==> src/rtl/reg_write_arbiter_if.sv <==
// ---------------------------------------------------------------------------
// reg_write_arbiter_if
//
// Purpose: groups the producer handshake signals and the register-block write
// port of the round-robin register write arbiter into a single bundle.
//
// Signals:
//   req_valid   [NUM_REQ]    producer i has a write pending
//   req_addr    [3*NUM_REQ]  producer i address in bits [3i+2:3i]
//   req_data    [8*NUM_REQ]  producer i data in bits [8i+7:8i]
//   req_ready   [NUM_REQ]    one-hot grant back to the producers
//   addr        [3]          register block address (registered)
//   write       [1]          register block write strobe (registered)
//   data_out    [8]          register block data (registered)
//   drop_count  [8]          saturating count of writes to undecoded addresses
//   stale_pulse [1]          watchdog injection marker (only with STALE_WDT_EN)
//
// Modports:
//   master : the producer / register-block side (testbench or system glue)
//   slave  : the arbiter itself
//
// Optional feature macro: STALE_WDT_EN adds the stale_pulse signal.
// ---------------------------------------------------------------------------
interface reg_write_arbiter_if #(
  parameter int NUM_REQ = 3
);

  logic [NUM_REQ-1:0]   req_valid;
  logic [3*NUM_REQ-1:0] req_addr;
  logic [8*NUM_REQ-1:0] req_data;
  logic [NUM_REQ-1:0]   req_ready;
  logic [2:0]           addr;
  logic                 write;
  logic [7:0]           data_out;
  logic [7:0]           drop_count;
`ifdef STALE_WDT_EN
  logic                 stale_pulse;
`endif

`ifdef STALE_WDT_EN
  modport master (
    output req_valid, req_addr, req_data,
    input  req_ready, addr, write, data_out, drop_count, stale_pulse
  );

  modport slave (
    input  req_valid, req_addr, req_data,
    output req_ready, addr, write, data_out, drop_count, stale_pulse
  );
`else
  modport master (
    output req_valid, req_addr, req_data,
    input  req_ready, addr, write, data_out, drop_count
  );

  modport slave (
    input  req_valid, req_addr, req_data,
    output req_ready, addr, write, data_out, drop_count
  );
`endif

endinterface

==> src/rtl/reg_write_arbiter.sv <==
// ---------------------------------------------------------------------------
// reg_write_arbiter
//
// Purpose: round-robin arbiter sharing the single write port of the display
// register block (addr/write/data) among NUM_REQ producers such as the CAN
// decoder, battery monitor and GPS interface. One transfer per cycle is
// accepted through per-producer valid/ready handshakes and is presented to
// the register block one cycle later as a registered write. Writes aimed at
// addresses the register block does not decode (3'b110, 3'b111) are accepted
// but swallowed and counted. While idle the address output parks on
// PARK_ADDR so the register block never sees a stray decode.
//
// Ports:
//   clk    : system clock
//   rst_n  : asynchronous active-low reset
//   bus    : reg_write_arbiter_if.slave (producer handshakes + write port)
//
// Parameters:
//   NUM_REQ        : number of producers (2..8)
//   PARK_ADDR      : address driven when no write is in flight
//   TIMEOUT_CYCLES : stale-speed watchdog period in clk cycles
//
// Optional feature macro: STALE_WDT_EN
//   Adds a watchdog that injects a zero write to the speed register (addr 0)
//   when no speed write has been issued for TIMEOUT_CYCLES cycles, flagged
//   by a one-cycle stale_pulse.
// ---------------------------------------------------------------------------
module reg_write_arbiter #(
  parameter int         NUM_REQ        = 3,
  parameter logic [2:0] PARK_ADDR      = 3'b111,
  parameter int         TIMEOUT_CYCLES = 5000000
) (
  input logic               clk,
  input logic               rst_n,
  reg_write_arbiter_if.slave bus
);

  localparam int PTR_W = $clog2(NUM_REQ);

  logic [PTR_W-1:0] rrPtr_q;
  logic [PTR_W-1:0] rrPtr_d;
  logic [PTR_W-1:0] grantIdx;
  logic             grantFound;
  logic             blockGrant;
  logic             inject;
  logic             accepted;
  logic [2:0]       grantAddr;
  logic [7:0]       grantData;
  logic             addrValid;
  logic [NUM_REQ-1:0] grant;

  logic [2:0]       addr_q;
  logic             write_q;
  logic [7:0]       dataOut_q;
  logic [7:0]       dropCount_q;

  // Search the valid vector starting at the round-robin pointer and wrapping
  // explicitly at NUM_REQ, so non-power-of-two requester counts never index
  // past the last real requester. The first hit wins, which keeps the grant
  // one-hot; a requester without valid can never be picked. The grant is
  // suppressed during reset and while a watchdog injection owns the port.
  always_comb begin
    int idx;
    grant      = '0;
    grantIdx   = '0;
    grantFound = 1'b0;
    idx        = 0;
    for (int k = 0; k < NUM_REQ; k++) begin
      idx = int'(rrPtr_q) + k;
      if (idx >= NUM_REQ) begin
        idx = idx - NUM_REQ;
      end
      if (!grantFound && bus.req_valid[idx]) begin
        grantFound = 1'b1;
        grantIdx   = PTR_W'(idx);
      end
    end
    if (grantFound && rst_n && !blockGrant) begin
      grant[grantIdx] = 1'b1;
    end
  end

  assign bus.req_ready = grant;
  assign accepted      = grantFound && rst_n && !blockGrant;
  assign grantAddr     = bus.req_addr[int'(grantIdx)*3 +: 3];
  assign grantData     = bus.req_data[int'(grantIdx)*8 +: 8];
  assign addrValid     = (grantAddr <= 3'b101);

  // The pointer moves just past the requester that was served, wrapping back
  // to zero after the last one. Without an accepted transfer it holds, so a
  // waiting requester keeps its place in the rotation.
  always_comb begin
    int nextIdx;
    nextIdx = int'(grantIdx) + 1;
    if (nextIdx >= NUM_REQ) begin
      nextIdx = 0;
    end
    rrPtr_d = accepted ? PTR_W'(nextIdx) : rrPtr_q;
  end

`ifdef STALE_WDT_EN
  logic [31:0] wdtCount_q;
  logic        injectPending_q;
  logic        stalePulse_q;
  logic        speedIssue;

  assign speedIssue     = accepted && addrValid && (grantAddr == 3'b000);
  assign blockGrant     = injectPending_q;
  assign inject         = injectPending_q;
  assign bus.stale_pulse = stalePulse_q;

  // Watchdog: counts cycles since the last speed write was issued. Hitting
  // TIMEOUT_CYCLES-1 arms an injection; the armed cycle blocks all grants and
  // issues the zero speed write itself, which also restarts the count. A real
  // speed write issued in the same cycle the count expires takes precedence,
  // since the register is then fresh and no injection is needed.
  always_ff @(posedge clk or negedge rst_n) begin
    if (!rst_n) begin
      wdtCount_q      <= '0;
      injectPending_q <= 1'b0;
      stalePulse_q    <= 1'b0;
    end else begin
      stalePulse_q <= injectPending_q;
      if (injectPending_q) begin
        wdtCount_q      <= '0;
        injectPending_q <= 1'b0;
      end else if (speedIssue) begin
        wdtCount_q <= '0;
      end else begin
        if (wdtCount_q == 32'(TIMEOUT_CYCLES - 1)) begin
          injectPending_q <= 1'b1;
        end
        wdtCount_q <= wdtCount_q + 32'd1;
      end
    end
  end
`else
  logic unusedTimeout;

  // The watchdog period only matters when the watchdog is built in.
  assign unusedTimeout = (TIMEOUT_CYCLES > 0);
  assign blockGrant    = 1'b0;
  assign inject        = 1'b0;
`endif

  // Register-block write port. An accepted transfer to a decoded address is
  // replayed one cycle later with a single-cycle strobe, so back-to-back
  // grants give back-to-back strobes. Anything else (idle cycle or a
  // swallowed undecoded write) parks the address and drops the strobe while
  // data_out keeps its last value. Swallowed writes bump a saturating
  // counter so a misbehaving producer is visible without wrapping to zero.
  always_ff @(posedge clk or negedge rst_n) begin
    if (!rst_n) begin
      rrPtr_q     <= '0;
      addr_q      <= PARK_ADDR;
      write_q     <= 1'b0;
      dataOut_q   <= 8'h00;
      dropCount_q <= 8'h00;
    end else begin
      rrPtr_q <= rrPtr_d;
      if (inject) begin
        addr_q    <= 3'b000;
        dataOut_q <= 8'h00;
        write_q   <= 1'b1;
      end else if (accepted && addrValid) begin
        addr_q    <= grantAddr;
        dataOut_q <= grantData;
        write_q   <= 1'b1;
      end else begin
        addr_q  <= PARK_ADDR;
        write_q <= 1'b0;
      end
      if (accepted && !addrValid && (dropCount_q != 8'hFF)) begin
        dropCount_q <= dropCount_q + 8'd1;
      end
    end
  end

  assign bus.addr       = addr_q;
  assign bus.write      = write_q;
  assign bus.data_out   = dataOut_q;
  assign bus.drop_count = dropCount_q;

endmodule

==> src/flat_wrapper.sv <==
// flat-port wrapper written by rule: the top's interface ports become plain ports
module reg_write_arbiter_flat 
#(
  parameter int         NUM_REQ        = 3,
  parameter logic [2:0] PARK_ADDR      = 3'b111,
  parameter int         TIMEOUT_CYCLES = 5000000
)
  (clk, rst_n, bus_req_valid, bus_req_addr, bus_req_data, bus_req_ready, bus_addr, bus_write, bus_data_out, bus_drop_count);
  reg_write_arbiter_if #(.NUM_REQ(NUM_REQ)) bus_i ();
  input logic clk;
  input logic rst_n;
  input wire logic [$bits(bus_i.req_valid)-1:0] bus_req_valid;
  input wire logic [$bits(bus_i.req_addr)-1:0] bus_req_addr;
  input wire logic [$bits(bus_i.req_data)-1:0] bus_req_data;
  output wire logic [$bits(bus_i.req_ready)-1:0] bus_req_ready;
  output wire logic [$bits(bus_i.addr)-1:0] bus_addr;
  output wire logic [$bits(bus_i.write)-1:0] bus_write;
  output wire logic [$bits(bus_i.data_out)-1:0] bus_data_out;
  output wire logic [$bits(bus_i.drop_count)-1:0] bus_drop_count;
  assign bus_i.req_valid = bus_req_valid;
  assign bus_i.req_addr = bus_req_addr;
  assign bus_i.req_data = bus_req_data;
  assign bus_req_ready = bus_i.req_ready;
  assign bus_addr = bus_i.addr;
  assign bus_write = bus_i.write;
  assign bus_data_out = bus_i.data_out;
  assign bus_drop_count = bus_i.drop_count;
  reg_write_arbiter #(.NUM_REQ(NUM_REQ), .PARK_ADDR(PARK_ADDR), .TIMEOUT_CYCLES(TIMEOUT_CYCLES)) u_core (.clk(clk), .rst_n(rst_n), .bus(bus_i));
endmodule
==> config.mk <==
export PLATFORM = sky130hd
export DESIGN_NAME = reg_write_arbiter_flat
export DESIGN_NICKNAME = d
export VERILOG_FILES = /design/src/rtl/reg_write_arbiter_if.sv /design/src/rtl/reg_write_arbiter.sv /design/src/flat_wrapper.sv
export SDC_FILE = /design/constraint.sdc
export NUM_CORES = 1
export LEC_CHECK = 0
export BUFFER_PORTS_ARGS = -buffer_cell sky130_fd_sc_hd__buf_2
export CAP_MARGIN = 15
export CORE_MARGIN = 10
export CORE_UTILIZATION = 25
export DETAILED_ROUTE_END_ITERATION = 7
export SKIP_CTS_REPAIR_TIMING = 1
export SYNTH_ARGS = -nofsm -noshare
export SYNTH_HDL_FRONTEND = slang
export SYNTH_SLANG_ARGS = --single-unit
==> constraint.sdc <==
create_clock -name clk -period 7.5 [get_ports clk]
set_input_delay 0.75 -clock clk [delete_from_list [all_inputs] [get_ports clk]]
set_output_delay 0.75 -clock clk [all_outputs]
set_load 0.005 [all_outputs]
; After elaboration in Yosys (flattened, before gate mapping)
; Cells that the tools add are included.
[totals]
out_inout_bits = 23
register_bits = 22
input_bits = 38
wordCells = 60
[classes]
mux = 24
shifts = 2
order_cmp = 10
eq_ne = 1
add_sub_neg = 7
reduce_logical = 10
mul = 1
[ops]
columns = cell, n
row1 = "32-bit by 4-bit less-than comparator with 1-bit output, second input constant", 3
row2 = 32-bit two-way mux, 3
row3 = "32-bit by 3-bit greater-or-equal comparator with 1-bit output, second input constant", 2
row4 = "32-bit by 3-bit subtractor with 32-bit output, second input constant", 2
row5 = 9-bit by 32-bit variable part select with 3-bit output, 1
row6 = 24-bit by 6-bit variable part select with 8-bit output, 1
row7 = 1-bit two-way mux, 11
row8 = "8-bit by 1-bit adder with 8-bit output, second input constant", 1
row9 = 2-bit two-way mux, 4
row10 = "8-bit != test, second input constant", 1
row11 = 1-bit logical AND, 7
row12 = "2-bit by 1-bit adder with 3-bit output, second input constant", 2
row13 = 1-bit binary-select mux with 2-bit select, 3
row14 = 3-bit two-way mux, 2
row15 = "2-bit by 2-bit multiplier with 4-bit output, second input constant", 1
row16 = "2-bit by 2-bit adder with 3-bit output, second input constant", 1
row17 = "3-bit by 2-bit greater-or-equal comparator with 1-bit output, second input constant", 1
row18 = "3-bit less-or-equal comparator, second input constant", 1
row19 = 1-bit logical NOT, 3
row20 = "2-bit by 3-bit less-than comparator with 1-bit output, second input constant", 1
row21 = "2-bit by 2-bit subtractor with 3-bit output, second input constant", 1
row22 = 1-bit demux with 2-bit select, 1
row23 = "2-bit by 1-bit greater-or-equal comparator with 1-bit output, second input constant", 1
row24 = "2-bit greater-or-equal comparator, second input constant", 1

; Logic depth before layout (Yosys ltp)
; Gate-level depths: netlist of the first run.
[logic_depth]
depth_word = 18
ltp_mapped = 11
mapped_depth_nobuf = 9

; Least setup slack after synthesis of the first run
; Ideal clock, no wire load.
[synth_timing]
path_kind = register -> output
from = reg u_core.rrPtr_q[0]
to = out bus_req_ready[1]
setup_slack_ns = 4.339
stages_incl_launch_ff = 12
t_arrival_ns = 2.411
required_time_ns = 6.750
n_path_buf = 3
path_cell_list = dfrtp_1 inv_1 ha_1 buf_6 mux2i_4 or2_2 o211ai_1 and2_1 buf_2 buf_1 nand2_1 nor2_1
[synth_via]
elab_chain_len = 17
elab_cells_between_ends = 37
classes_between = 5 x add/sub / 5 x order compare / 21 x mux / 6 x reduce/logical
[synth_lines]
columns = element, line
row1 = from (decl), reg_write_arbiter.sv:40  ; logic [PTR_W-1:0] rrPtr_q;
row2 = from (signal assigned), reg_write_arbiter.sv:160  ; rrPtr_q <= rrPtr_d;
row3 = branches (longest 16 deep; another with 32-bit by 3-bit subtractor with 32-bit output), -
row4 = 3-bit two-way mux *, reg_write_arbiter.sv:78  ; if (grantFound && rst_n && !blockGrant) begin
row5 = to (decl), flat_wrapper.sv:15  ; output wire logic [$bits(bus_i.req_ready)-1:0] bus_req_ready;
; Mark *: on every way between the ends. The select of a mux whose other input is x is not followed.

; Final worst setup path of the first run
[layout_timing]
from = reg u_core.rrPtr_q[1]
to = out bus_req_ready[0]
; Same word-level chain as after synthesis.

==> flow_summary.ini, run 1 <==
[outcome]
status = finished clean

[place]
io_buffers = 60
gp_congestion = 0.787
place.detailed.hpwl_um = 3690

[yosys]
syn_avg_cell_area_um2 = 9.38
yosysSeqAreaShare_pct = 35.4
yosys_warnings = 0
netlist_top_cells_area = dfrtp_1 30%, mux2_2 6.5%, nand2_1 6.2%
ys_types = 49
synth_compound_area_share_pct = 22.8
synth_top_family_by_area = compound AO/OA/AOI/OAI gates
ys_ff_latch = 22
yosys-mux-area-fraction_pct = 11.4
syn_nets = 210
post-synth-top-area-cell = dfrtp_1
synth_ff_type = dfrtp_1
synth_fa_ha_area_share_pct = 3.99
synth_cells = 167
synth_edf_count = 0
yosysTopAreaCellShare_pct = 30.4
synthesis.area_mm2 = 0.00157
synth-xor-area-share_pct = 3.91
yosys.area_share.simple_pct = 18.8
async_reset_ff_share_pct = 100

[timing]
tightestPinTransition_ps = 921
hold_viol_final = 0
skew_ps = 6.32
setup_viol = 0
period_needed_ps = 3930
clock.fmax_ghz = 0.255
finalSetupTns_ps = 0
slew_viol_final = 0
hold_slack_ps = 445
finalCritPeriodShare_pct = 52.4
maxSlewHeadroom_pct = 38.6
grt_setup_unrepaired = no

[setup_path]
end_kind = output port
path_class = reg2out
crit_arrival_ps = 3180
critPathRequiredTime_ps = 6750
cp_max_fo = 10
start_kind = flop

[global_route]
antenna_found_initial = 0
first_global_vias = 1523
grt.overflow.total = 0
grt_max_degree = 24
grt_pass1_wl_um = 7610
gr-usage-all-layers_pct = 9.25

[clocking]
path_clk_slew_ps = 80
clk_latency_ps = 260
max-clock-path-buffers = 2
cts_root_buf = clkbuf_8
htree_num_levels = 1
cts_buffers = 3
cts.sink_count = 22
cts_tree = yes

[power]
clkPwrFrac_pct = 9.3
swShare_pct = 45.1
p_seq_share_pct = 22.6
p_leak_nw = 0.929
peakVddDrop_uv = 158
p_switching_mw = 0.408
p_int_mw = 0.496
power_frac_comb_pct = 68.1
powerDensity_mw_per_mm2 = 456

[drt]
drt.antenna.violating_nets = 0
wirelength_um = 4560
drtIter0Drc = 43
vias = 1466
routedWlPerCell_um = 15.2
first_pass_iters = 4
viasPerCell = 4.89
drcViolationCount = 0

[floorplan]
core-area_mm2 = 0.00599
fp.dieH_um = 99.2
start_util_pct = 26.1
std_cell_rows = 28
die_area_mm2 = 0.00983
io_pins = 61
dieWidth_um = 99.2

[run]
maxCapViolations = 0

[worst_hold_path]
hold_path.class = in2async

[layout]
syn2layout_area_growth_pct = 26.4
fillers = 656
diodes = 0
nets = 269
final_layout_size_suffix_gt1_share_pct = 38.7
-- cell usage after synthesis, types with 2 or more instances --
| cell type | number |
|---|---|
| nand2_1 | 26 |
| dfrtp_1 | 19 |
| nor2_1 | 16 |
| a31oi_1 | 10 |
| mux2_2 | 9 |
| xnor2_1 | 7 |
| inv_1 | 6 |
| a21oi_1 | 5 |
| ha_1 | 5 |
| and3_1 | 4 |
| mux2i_1 | 4 |
| o2111ai_1 | 4 |
| o211ai_1 | 4 |
| o21ai_0 | 4 |
| dfstp_2 | 3 |
| nand3b_1 | 3 |
| and2_1 | 2 |
| clkbuf_1 | 2 |
| nand2b_1 | 2 |
| o41ai_1 | 2 |
| or2_2 | 2 |
-- cell families after synthesis --
logic type,count (synthesis)
buf+inv,12
mux,15
fa+ha+maj,5
compound gates,44
simple gates,62
xor+xnor,7
flops,22
-- cell type report --
cell class	instances	area (um^2)	share of cell area [%]
sequential	22	554	28.0
timing repair buffer	60	300	15.2
clock buffer	4	55.1	2.78
inverter	6	22.5	1.14
tap	75	93.8	4.74
multi-input combinational	133	955	48.2
-- sequential cells by signal, indices dropped and copies added (netlist names) --
signal                 cells
u_core.bus.write           1
u_core.rrPtr_q             2
u_core.bus.drop_count      8
u_core.bus.data_out        8
u_core.bus.addr            3
-- cells in the final DEF (no fill, tap or decap), types with 2 or more instances in the layout --
| master | instances |
|---|---|
| buf_2 | 60 |
| nand2_1 | 26 |
| dfrtp_1 | 19 |
| nor2_1 | 16 |
| a31oi_1 | 10 |
| mux2_2 | 9 |
| xnor2_1 | 7 |
| inv_1 | 6 |
| a21oi_1 | 5 |
| ha_1 | 5 |
| mux2i_1 | 4 |
| o21ai_0 | 4 |
| o211ai_1 | 4 |
| o2111ai_1 | 4 |
| and3_1 | 4 |
| clkbuf_8 | 4 |
| nand3b_1 | 3 |
| dfstp_2 | 3 |
| nand2b_1 | 2 |
| o41ai_1 | 2 |
| or2_2 | 2 |
| and2_1 | 2 |
-- critical path, cell delays in order (launching register included) --
cell     delay, ps
dfrtp_1        410
inv_1          110
ha_1           450
mux2i_1        350
mux2i_1        200
o31ai_1        780
inv_1          250
nand2_1        170
nor2_1          50
buf_2          150
-- power by group through the flow --
stage               combinational, mW  clock (mW)  sequential (mW)
global placement                0.615           0            0.208
finish                          0.615      0.0839            0.204
global route                    0.688      0.0924            0.212
detailed placement              0.623           0            0.207
CTS                             0.625      0.0881            0.205
floorplan                       0.466           0            0.209
-- metal layers --
| metal | track usage [%] | vias up | share of wire (%) |
|---|---|---|---|
| met5 | 0 | - | 0 |
| met4 | 3.97 | 0 | 1.7 |
| met3 | 1.87 | 5 | 6.2 |
| met2 | 14.8 | 51 | 45 |
| met1 | 11.7 | 681 | 47 |
| li1 | - | 729 | - |
-- worst paths after layout --
| check | cells after the start | slack (ps) | start | end |
|---|---|---|---|---|
| hold reg to reg | 1 | 490 | u_core.bus.drop_count[4] | u_core.bus.drop_count[4] |
| setup reg to reg | 9 | 3880 | u_core.rrPtr_q[0] | u_core.bus.data_out[0] |
| hold / removal | 1 | 450 | rst_n | u_core.rrPtr_q[1] |
| setup / recovery | 9 | 3570 | u_core.rrPtr_q[1] | bus_req_ready[0] |
| min in group clk | 1 | 490 | u_core.bus.drop_count[4] | u_core.bus.drop_count[4] |
| max in group asynchronous | 1 | 6690 | rst_n | u_core.bus.addr[0] |
-- per-stage QoR --
step / power (mW) / instances / worst slack [ps] / instance area [um^2] / utilization [%]
after floorplan: 0.675 / 167 / 4340 / 1570 / -
after global placement: 0.824 / 296 / 3950 / 1930 / 32.1
after detailed placement: 0.830 / 296 / 3850 / 1930 / 32.1
after CTS: 0.918 / 300 / 3570 / 1980 / 33.1
after global routing: 0.993 / 300 / 3300 / 1980 / 33.1
final: 0.903 / 300 / 3570 / 1980 / 33.1
Power figures use the tool's default switching activity.
==> inputs of run 2 (changes only) <==
Clock period 7.5 ns to 3.45 ns, I/O delays scaled along.
==> flow_summary.ini, run 2 (synthesis results as in run 1) <==
[timing]
period_needed_ps = 3160
tightestPinTransition_ps = 623
setup_viol = 0
skew_ps = 1.51
clock.fmax_ghz = 0.316
slew_viol_final = 0
fin_ws_ps = 286
grt_setup_unrepaired = no
hold_viol_final = 0
finalCritPeriodShare_pct = 91.7
maxSlewHeadroom_pct = 57.9
finalSetupTns_ps = 0

[drt]
drcViolationCount = 0
first_pass_iters = 4
drt.antenna.violating_nets = 0
wirelength_um = 4560
vias = 1495
drtIter0Drc = 97
viasPerCell = 4.85
routedWlPerCell_um = 14.8

[global_route]
grt_pass1_wl_um = 7570
first_global_vias = 1536
antenna_found_initial = 0
grtUsageMet3_pct = 2.01
grt.overflow.total = 0
grtUsageMet2_pct = 13.8
grt_max_degree = 23
use_met1_pct = 12.3
grt.busiest_layer = met2
gr-usage-all-layers_pct = 9.19

[setup_path]
crit_arrival_ps = 3310
worstPathBufferInverterCount = 3
crit_chain = inv_1 > ha_1 > o41ai_1 > o211ai_1 > and2_1 > buf_4 > a31o_2 > a2bb2oi_2 > buf_4 > mux2_2
path_class = reg2reg
critPathRequiredTime_ps = 3600
rr_startpoint = u_core.rrPtr_q[0]
cpMostUsedCell = buf_4
r2r_setup_slack_ps = 290
start_kind = flop
cpPeakStageDelay_ps = 640
cp_max_fo = 10
critPathTopFamily = compound AO/OA/AOI/OAI gates
end_kind = flop
slowest_stage = o41ai_1
worstRegToRegCells = 10
r2r-end = u_core.bus.data_out[3]

[power]
powerDensity_mw_per_mm2 = 1000
swShare_pct = 44.1
power_frac_comb_pct = 69.3
p_switching_mw = 0.903
p_seq_share_pct = 21.7
p_leak_nw = 0.967
peakVddDrop_uv = 343
clkPwrFrac_pct = 9.0
p_int_mw = 1.15
power_mw = 2.05

[floorplan]
core-area_mm2 = 0.00599
std_cell_rows = 28
start_util_pct = 26.1
io_pins = 61
die_area_mm2 = 0.00983
fp.dieH_um = 99.2
dieWidth_um = 99.2

[clocking]
cts_tree = yes
clk_latency_ps = 260
htree_num_levels = 1
cts.sink_count = 22
cts_buffers = 3
cts_root_buf = clkbuf_8
path_clk_slew_ps = 80
max-clock-path-buffers = 2

[place]
gp_congestion = 0.887
place_ws_ps = 179
place.detailed.hpwl_um = 3700
io_buffers = 60
placed_cells = 304

[layout]
final_cell_mix = 60 x buf_2, 26 x nand2_1, 19 x dfrtp_1
final_layout_size_suffix_gt1_share_pct = 40.8
nets = 277
final_common_cell = buf_2
diodes = 0
fin_cells = 308
syn2layout_area_growth_pct = 30.3

[worst_hold_path]
hold_path.class = in2async

[outcome]
status = finished clean

[run]
maxCapViolations = 0
run 2: cell count changes in the layout (fill, tap and decap cells not counted):
cell,change
buf_4,+8
run 2: worst max-delay path by stage:
stage,slack [ps],cells after the start,end,startpoint
finish,290,10,u_core.bus.data_out[3],u_core.rrPtr_q[0]
CTS,180,9,u_core.bus.drop_count[1],u_core.rrPtr_q[0]
detailed placement,180,9,u_core.bus.drop_count[1],u_core.rrPtr_q[0]
global route,80,10,bus_req_ready[0],u_core.rrPtr_q[0]
floorplan,530,10,u_core.bus.drop_count[1],u_core.rrPtr_q[0]
global placement,260,9,u_core.bus.drop_count[1],u_core.rrPtr_q[0]
run 2: power groups by stage:
stage / Clock, mW / Sequential [mW] / Combinational (mW)
detailed placement: 0 / 0.450 / 1.44
floorplan: 0 / 0.454 / 1.01
global route: 0.204 / 0.463 / 1.59
finish: 0.184 / 0.444 / 1.42
global placement: 0 / 0.448 / 1.43
CTS: 0.194 / 0.446 / 1.44
run 2: final cells by class:
type	instances	area [um^2]
tap	75	93.8
inverter	6	22.5
fill	631	3950
clock buffer	4	55.1
timing repair buffer	68	360
sequential	22	554
multi-input combinational	133	955
run 2: per-layer routing:
layer / vias up / wire (um)
li1: 747 / -
met1: 679 / 2160
met2: 63 / 2040
met3: 6 / 304
met4: 0 / 65
met5: - / 0
run 2: per-stage QoR:
step / hold slack (ps) / util (%) / area, um^2
finish: 92.7 / 34.1 / 2040
global route: 119 / 34.1 / 2040
CTS: 107 / 34.1 / 2040
detailed placement: 395 / 33.1 / 1990
global placement: 398 / 33.1 / 1990
floorplan: 49.4 / - / 1570
